==> config.mk <==
export PLATFORM = sky130hd
export DESIGN_NAME = mybullet_app
export DESIGN_NICKNAME = d
export VERILOG_FILES = /design/src/rtl/mybullet_app.sv
export SDC_FILE = /design/constraint.sdc
export NUM_CORES = 1
export LEC_CHECK = 0
export ABC_CLOCK_PERIOD_IN_PS = 2850
export BUFFER_PORTS_ARGS = -buffer_cell sky130_fd_sc_hd__buf_2
export CORE_MARGIN = 2
export CORE_UTILIZATION = 40
export CTS_BUF_LIST = sky130_fd_sc_hd__clkbuf_8
export DETAILED_ROUTE_END_ITERATION = 6
export PLACE_DENSITY = 0.64
export SKIP_LAST_GASP = 1
export SLEW_MARGIN = 30
export SYNTH_ARGS = -nofsm -noshare
export SYNTH_HDL_FRONTEND = slang
export SYNTH_SLANG_ARGS = --single-unit
==> constraint.sdc <==
create_clock -name clk -period 2.85 [get_ports clk]
set_input_delay 0.4275 -clock clk [delete_from_list [all_inputs] [get_ports clk]]
set_output_delay 0.4275 -clock clk [all_outputs]
set_load 0.02 [all_outputs]
==> src/rtl/mybullet_app.sv <==
// rtl/mybullet_app.sv - player tank bullet engine: launch, fixed-rate grid stepping, border exit
// Enemy hit detection is built only when MYBULLET_HIT_DETECT_EN is defined.
module mybullet_app #(
  parameter int X_MAX    = 16,
  parameter int Y_MAX    = 20,
  parameter int STEP_DIV = 12_500_000
) (
  input  logic       clk,
  input  logic       rst,
  input  logic       bul_en,
  input  logic       bul_sht,
  input  logic [4:0] tank_x,
  input  logic [4:0] tank_y,
  input  logic [1:0] tank_dir,
  input  logic [4:0] enemy1_x,
  input  logic [4:0] enemy2_x,
  input  logic [4:0] enemy3_x,
  input  logic [4:0] enemy4_x,
  input  logic [4:0] enemy1_y,
  input  logic [4:0] enemy2_y,
  input  logic [4:0] enemy3_y,
  input  logic [4:0] enemy4_y,
  input  logic [3:0] enemy_alive,
  output logic [4:0] bul_x,
  output logic [4:0] bul_y,
  output logic [1:0] bul_dir,
  output logic       mybul_state_feedback,
  output logic [3:0] hit_enemy
);

  localparam int              CW       = $clog2(STEP_DIV);
  localparam logic [CW-1:0]   CNT_LAST = CW'(STEP_DIV - 1);
  localparam logic [CW-1:0]   CNT_ONE  = CW'(1);
  localparam logic [4:0]      X_LAST   = 5'(X_MAX - 1);
  localparam logic [4:0]      Y_LAST   = 5'(Y_MAX - 1);

  typedef enum logic [1:0] {
    S_IDLE = 2'd0,
    S_FLY  = 2'd1,
    S_DONE = 2'd2
  } state_t;

  state_t        state;
  logic [CW-1:0] step_cnt;
  logic [4:0]    nx;
  logic [4:0]    ny;
  logic          next_ok;
  logic [3:0]    hit_now;

  // 5-bit wrap (0 - 1 = 31) lands outside the field, so one range test covers it
  always_comb begin
    nx = bul_x;
    ny = bul_y;
    case (bul_dir)
      2'b00:   ny = bul_y + 5'd1;
      2'b01:   ny = bul_y - 5'd1;
      2'b10:   nx = bul_x + 5'd1;
      default: nx = bul_x - 5'd1;
    endcase
    next_ok = (nx != 5'd0) && (nx <= X_LAST) && (ny != 5'd0) && (ny <= Y_LAST);
  end

`ifdef MYBULLET_HIT_DETECT_EN
  always_comb begin
    hit_now    = 4'b0000;
    hit_now[0] = (bul_x == enemy1_x) && (bul_y == enemy1_y);
    hit_now[1] = (bul_x == enemy2_x) && (bul_y == enemy2_y);
    hit_now[2] = (bul_x == enemy3_x) && (bul_y == enemy3_y);
    hit_now[3] = (bul_x == enemy4_x) && (bul_y == enemy4_y);
    hit_now    = hit_now & enemy_alive;
  end
`else
  logic unused_enemy;
  assign hit_now      = 4'b0000;
  assign unused_enemy = ^{enemy1_x, enemy2_x, enemy3_x, enemy4_x,
                          enemy1_y, enemy2_y, enemy3_y, enemy4_y, enemy_alive};
`endif

  always_ff @(posedge clk or posedge rst) begin
    if (rst) begin
      state                <= S_IDLE;
      step_cnt             <= '0;
      bul_x                <= 5'd0;
      bul_y                <= 5'd0;
      bul_dir              <= 2'd0;
      mybul_state_feedback <= 1'b0;
      hit_enemy            <= 4'b0000;
    end else begin
      hit_enemy <= 4'b0000;
      case (state)
        S_IDLE: begin
          if (bul_sht && bul_en) begin
            state                <= S_FLY;
            bul_x                <= tank_x;
            bul_y                <= tank_y;
            bul_dir              <= tank_dir;
            step_cnt             <= '0;
            mybul_state_feedback <= 1'b1;
          end
        end
        S_FLY: begin
          // abort beats hit, hit beats step/border
          if (!bul_en) begin
            state    <= S_DONE;
            step_cnt <= '0;
          end else if (hit_now != 4'b0000) begin
            hit_enemy <= hit_now;
            state     <= S_DONE;
            step_cnt  <= '0;
          end else if (step_cnt == CNT_LAST) begin
            step_cnt <= '0;
            if (next_ok) begin
              bul_x <= nx;
              bul_y <= ny;
            end else begin
              state <= S_DONE;
            end
          end else begin
            step_cnt <= step_cnt + CNT_ONE;
          end
        end
        S_DONE: begin
          bul_x                <= 5'd0;
          bul_y                <= 5'd0;
          mybul_state_feedback <= 1'b0;
          step_cnt             <= '0;
          state                <= S_IDLE;
        end
        default: begin
          state <= S_IDLE;
        end
      endcase
    end
  end

endmodule

# Word level (Yosys, flattened, before mapping)
# Cells that the tools add are included.
[word_totals] in_bits=60 out_inout_bits=17 elab_cells=63 reg_bits=39
[classes] n_eq_ne=11 mux=23 order_cmp=2 reduce_logical=16 addsub=5
[op_table] operator="$mux 24" n=3
[op_table] operator="$pmux 24 s3" n=1
[op_table] operator="$mux 5" n=8
[op_table] operator="$pmux 5 s3" n=2
[op_table] operator="$add 24x1->24 const B" n=1
[op_table] operator="$eq 24x24->1 const B" n=1
[op_table] operator="$pmux 5 s2" n=2
[op_table] operator="$add 5x1->5 const B" n=2
[op_table] operator="$reduce_bool 5->1" n=2
[op_table] operator="$sub 5x1->5 const B" n=2
[op_table] operator="$mux 2" n=4
[op_table] operator="$ne 2x2->1 const B" n=4
[op_table] operator="$ne 3x3->1 const B" n=2
[op_table] operator="$reduce_and 2->1" n=3
[op_table] operator="$le 5x4->1 const B" n=1
[op_table] operator="$le 5x5->1 const B" n=1
[op_table] operator="$reduce_and 5->1" n=1
[op_table] operator="$eq 2x1->1 const B" n=2
[op_table] operator="$eq 2x2->1 const B" n=2
[op_table] operator="$logic_and 1x1->1" n=4
[op_table] operator="$logic_not 2->1" n=2
[op_table] operator="$pmux 2 s2" n=1
[op_table] operator="$reduce_and 3->1" n=1
[op_table] operator="$reduce_bool 3->1" n=1
[op_table] operator="other kinds (4)" n=4

# Logic depth before layout (Yosys ltp)
[logic_depth] word_depth=11 ltp_mapped=11 mapped_depth_nobuf=10

# Worst setup path after synthesis
# OpenSTA, ideal clock, no wires.
[synth_timing] path_kind="reg-to-reg" startpoint="register bul_dir[1]" endpoint="register bul_x[0]" required_ns=2.725 stages_incl_launch_ff=12 n_path_buf=1 path_slack_ns=-0.050 setup_time_ns=0.125 t_arrival_ns=2.776 cell_sequence="dfrtp_1 -> buf_6 -> and2b_1 -> inv_1 -> ha_1 -> or3b_1 -> a31oi_1 -> nor3_1 -> a31oi_1 -> nand4_2 -> o22ai_4 -> mux2_2"
[synth_via] elab_chain_len=9
[synth_lines] element="start, declared" line="26" rtl="output logic [1:0] bul_dir,"
[synth_lines] element="start signal, assigned" line="96" rtl="bul_dir <= tank_dir;"
[synth_lines] element="$eq 2x1->1 / $logic_not 2->1 (equally long branches)" line="54" rtl="case (bul_dir)"
[synth_lines] element="$reduce_or 2->1 (no line)"
[synth_lines] element="$pmux 5 s2" line="54"
[synth_lines] element="$le 5x4->1 / $reduce_bool 5->1 (equally long branches)" line="60" rtl="next_ok = (nx != 5'd0) && (nx <= X_LAST) && (ny != 5'd0) && (ny <= Y_LAST);"
[synth_lines] element="$logic_and 1x1->1 (3 in a row)" line="60"
[synth_lines] element="$ne 2x2->1 (no line)"
[synth_lines] element="$reduce_and 5->1 (no line)"
[synth_lines] element="end signal, assigned" line="94" rtl="bul_x <= tank_x;"
[synth_lines] element="end signal, assigned" line="113" rtl="bul_x <= nx;"
[synth_lines] element="end, declared" line="24" rtl="output logic [4:0] bul_x,"
# Parallel ways exist; a longest one is shown, timed or not. The select of a mux whose other input is x is not followed.
# A chain may end at the register's enable or synchronous reset.

# Worst setup path in the final report
[layout_timing] startpoint="register bul_dir[0]" endpoint="register bul_x[1]"
# Same word-level chain as after synthesis.

==> metrics.yaml <==
synthesis:
  ys.flop_type: "dfrtp_1"
  yosys.area.top_type_share: 0.373
  ys_seq_elements: 39
  yosys-top-cells-area: "dfrtp_1 37%, ha_1 5.7%, mux2_2 5.2%"
  yosys.area_share.simple: 0.230
  ys_top_cells_by_count: "39 x dfrtp_1, 30 x nor2_1, 23 x inv_1"
  ys_seq_area_frac: 0.373
  ys.warnings.count: 0
  synth_compound_area_frac: 0.129
  syn_inst: 284
  synth_mux_area_frac: 0.0675
  synth_top_family_by_area: "simple AND/OR/NAND/NOR gates"
  syn_avg_cell_area_sq_um: 9.20
  synth_edf_count: 0
  synth.most_common_cell: "dfrtp_1"
  netlist_area_sq_mm: 0.00261
  synth_top_area_cell: "dfrtp_1"
  synth_fa_ha_area_frac: 0.0728
  yosys.area_share.xor_xnor: 0.0670
  async_flop_share: 1.00
  yosysUniqueCellTypes: 56
detailed_routing:
  vias_per_cell: 5.40
  vias: 2267
  drc: 0
  drt-total-wl_um: 5860
  ant_nets: 0
  firstDrtPassIters: 4
  drtIter0Drc: 114
  wire_per_inst_um: 13.9
worst_setup_path:
  start_kind: "register"
  cpMaxStageDelayCell: "dfrtp_2"
  cpPeakStageDelay_ns: 0.42
  worstPathArrival_ns: 3.05
  cp_max_fo: 5
  worstSetupPathType: "register to register"
  cp_data_required_time_ns: 3.03
  crit_family: "simple AND/OR/NAND/NOR gates"
  reg2reg_slack_ns: -0.02
  endpoint_kind: "register"
  path_buf_inv: 2
  path_cells: "and2b_2 > inv_4 > ha_4 > or3b_1 > a31oi_1 > nor3_2 > a31oi_2 > nand4_2 > o22ai_4 > clkbuf_16 > mux2_4"
placement:
  place_congestion: 0.841
  place_hpwl_um: 4190
  placed_area_sq_mm: 0.00301
  port_buffers: 28
sta:
  fin_skew_ns: 0.00746
  finalMaxSlewViolations: 0
  timing.final.crit_share: 1.01
  rsz0062_at_grt: "yes"
  period_needed_ns: 2.87
  setup_slack_ns: -0.0209
  max_freq_mhz: 348
  setup_violations: 5
  hold_violations: 0
layout:
  syn_to_final_growth_pct: 25.4
  diodes: 0
  drive_gt1_frac: 0.309
  fin_nets: 416
  finalInstanceArea_sq_mm: 0.00328
power_and_ir_drop:
  switching_share: 0.425
  power_frac_comb: 0.695
  irDropWorstVdd_uv: 741
  power_density_mw_per_mm2: 1150
  p_leak_nw: 1.50
  pwr-share-clk: 0.094
  pwr-share-seq: 0.211
  switchingPower_w: 0.00161
  intPower_w: 0.00217
  finalPower_w: 0.00378
grt:
  grt_pass1_vias: 2131
  grtUsageTotal: 0.158
  grt_max_degree: 20
  globalRoute.totalOverflow: 0
  grt_first_pass_wirelength_um: 9530
  antenna_found_initial: 0
clock_tree:
  holdBufCountCts: 0
  cts.sink_count: 39
  clk_path_buf_depth: 2
  htreeDepth: 2
  path_clk_slew_ns: 0.08
  insertion_delay_ns: 0.29
  cts-root-buf: "clkbuf_8"
  cts_tree: "done"
  cts_buffers: 5
floorplanning:
  io_pins: 77
  die_h_um: 84.8
  start_util: 0.412
  placementRows: 29
  die-area_sq_mm: 0.00720
  core-area_sq_mm: 0.00635
  die_w_um: 84.8
outcome:
  violations: "setup timing"
  status: "finished, violations left"
worst_hold_path:
  hold_class: "primary input to async pin"
job:
  cap_violations: 0
routing by layer:
layer,part of all wire,vias to the layer above,track usage
li1,-,1117,-
met1,0.48,1087,0.213
met2,0.47,55,0.267
met3,0.040,8,0.0263
met4,0.012,0,0.0361
met5,0,-,0
layout make-up:
type	count	area [sq um]
multi-input cells	214	1630
flip-flops and latches	39	978
repair buffers	59	403
fillers	584	3070
well taps	77	96.3
clock inverters	3	15.0
clock buffers	5	68.8
inverters	23	88.8
power groups by stage:
| stage | Combinational (W) | Sequential [W] | Clock (W) |
|---|---|---|---|
| 5_1_grt | 0.00284 | 0.000819 | 0.000397 |
| 6_report | 0.00263 | 0.000799 | 0.000356 |
| 3_3_place_gp | 0.00212 | 0.000786 | 0 |
| 3_5_place_dp | 0.00217 | 0.000791 | 0 |
| 2_1_floorplan | 0.00133 | 0.000899 | 0 |
| 4_1_cts | 0.00228 | 0.000792 | 0.000370 |
cells by family after synthesis:
family / count (synthesis)
compound gates: 50
xor+xnor: 20
fa+ha+maj: 14
buf+inv: 34
flops: 39
mux: 16
other cells: 1
simple gates: 110
final timing paths:
| kind | startpoint | endpoint | cells after the start |
|---|---|---|---|
| worst max register to register | bul_dir[0] | bul_x[1] | 11 |
| worst max-delay path | bul_dir[0] | bul_x[1] | 11 |
| min in group clk | tank_dir[0] | bul_dir[0] | 2 |
| max in group asynchronous | rst | bul_dir[1] | 3 |
| worst min-delay path | rst | bul_y[4] | 2 |
| worst min register to register | step_cnt[1] | step_cnt[1] | 2 |
state kept, by name, summed over array words and instances (netlist names):
name,cells
mybul_state_feedback,1
state,2
bul_dir,2
bul_y,5
step_cnt,24
bul_x,5
per-stage QoR:
step	setup TNS, ns	hold slack, ns	setup WS [ns]	cells	util
after detailed placement	-0.711	0.383	-0.0947	408	0.474
after CTS	0	0.0719	0.00446	416	0.497
final	-0.0842	0.0640	-0.0209	420	0.516
after floorplan	0	0.466	0.00931	287	-
after global routing	-1.16	0.0946	-0.125	420	0.516
after global placement	-0.490	0.378	-0.0765	408	0.474
worst register-to-register path, cell delays in order, from the launching register on:
cell and delay, ns:
dfrtp_2 0.42, and2b_2 0.28, inv_4 0.07, ha_4 0.27, or3b_1 0.35, a31oi_1 0.21
nor3_2 0.08, a31oi_2 0.18, nand4_2 0.18, o22ai_4 0.23, clkbuf_16 0.20, mux2_4 0.30
placed cells by master (no fill, tap or decap), types with 3 or more instances in the layout:
master / n
a21oi_1: 10
buf_2: 28
buf_4: 29
clkbuf_8: 5
clkinv_2: 3
conb_1: 4
dfrtp_1: 37
ha_1: 8
ha_4: 4
inv_1: 22
mux2_2: 3
mux2_4: 10
mux2i_1: 3
nand2_1: 21
nand3_1: 11
nand4_1: 7
nor2_1: 30
nor3b_1: 5
nor4b_1: 3
o21ai_0: 9
o22ai_1: 9
o31ai_1: 4
or3_1: 3
xnor2_1: 6
xor2_1: 14
timing repair:
item,4_1_cts,5_1_grt
gates resized for setup,10,21
gates cloned,0,1
pin swaps,3,7
setup buffers,0,3
setup endpoints to repair,11,11
No activity file was read; power rests on OpenSTA's default activity.
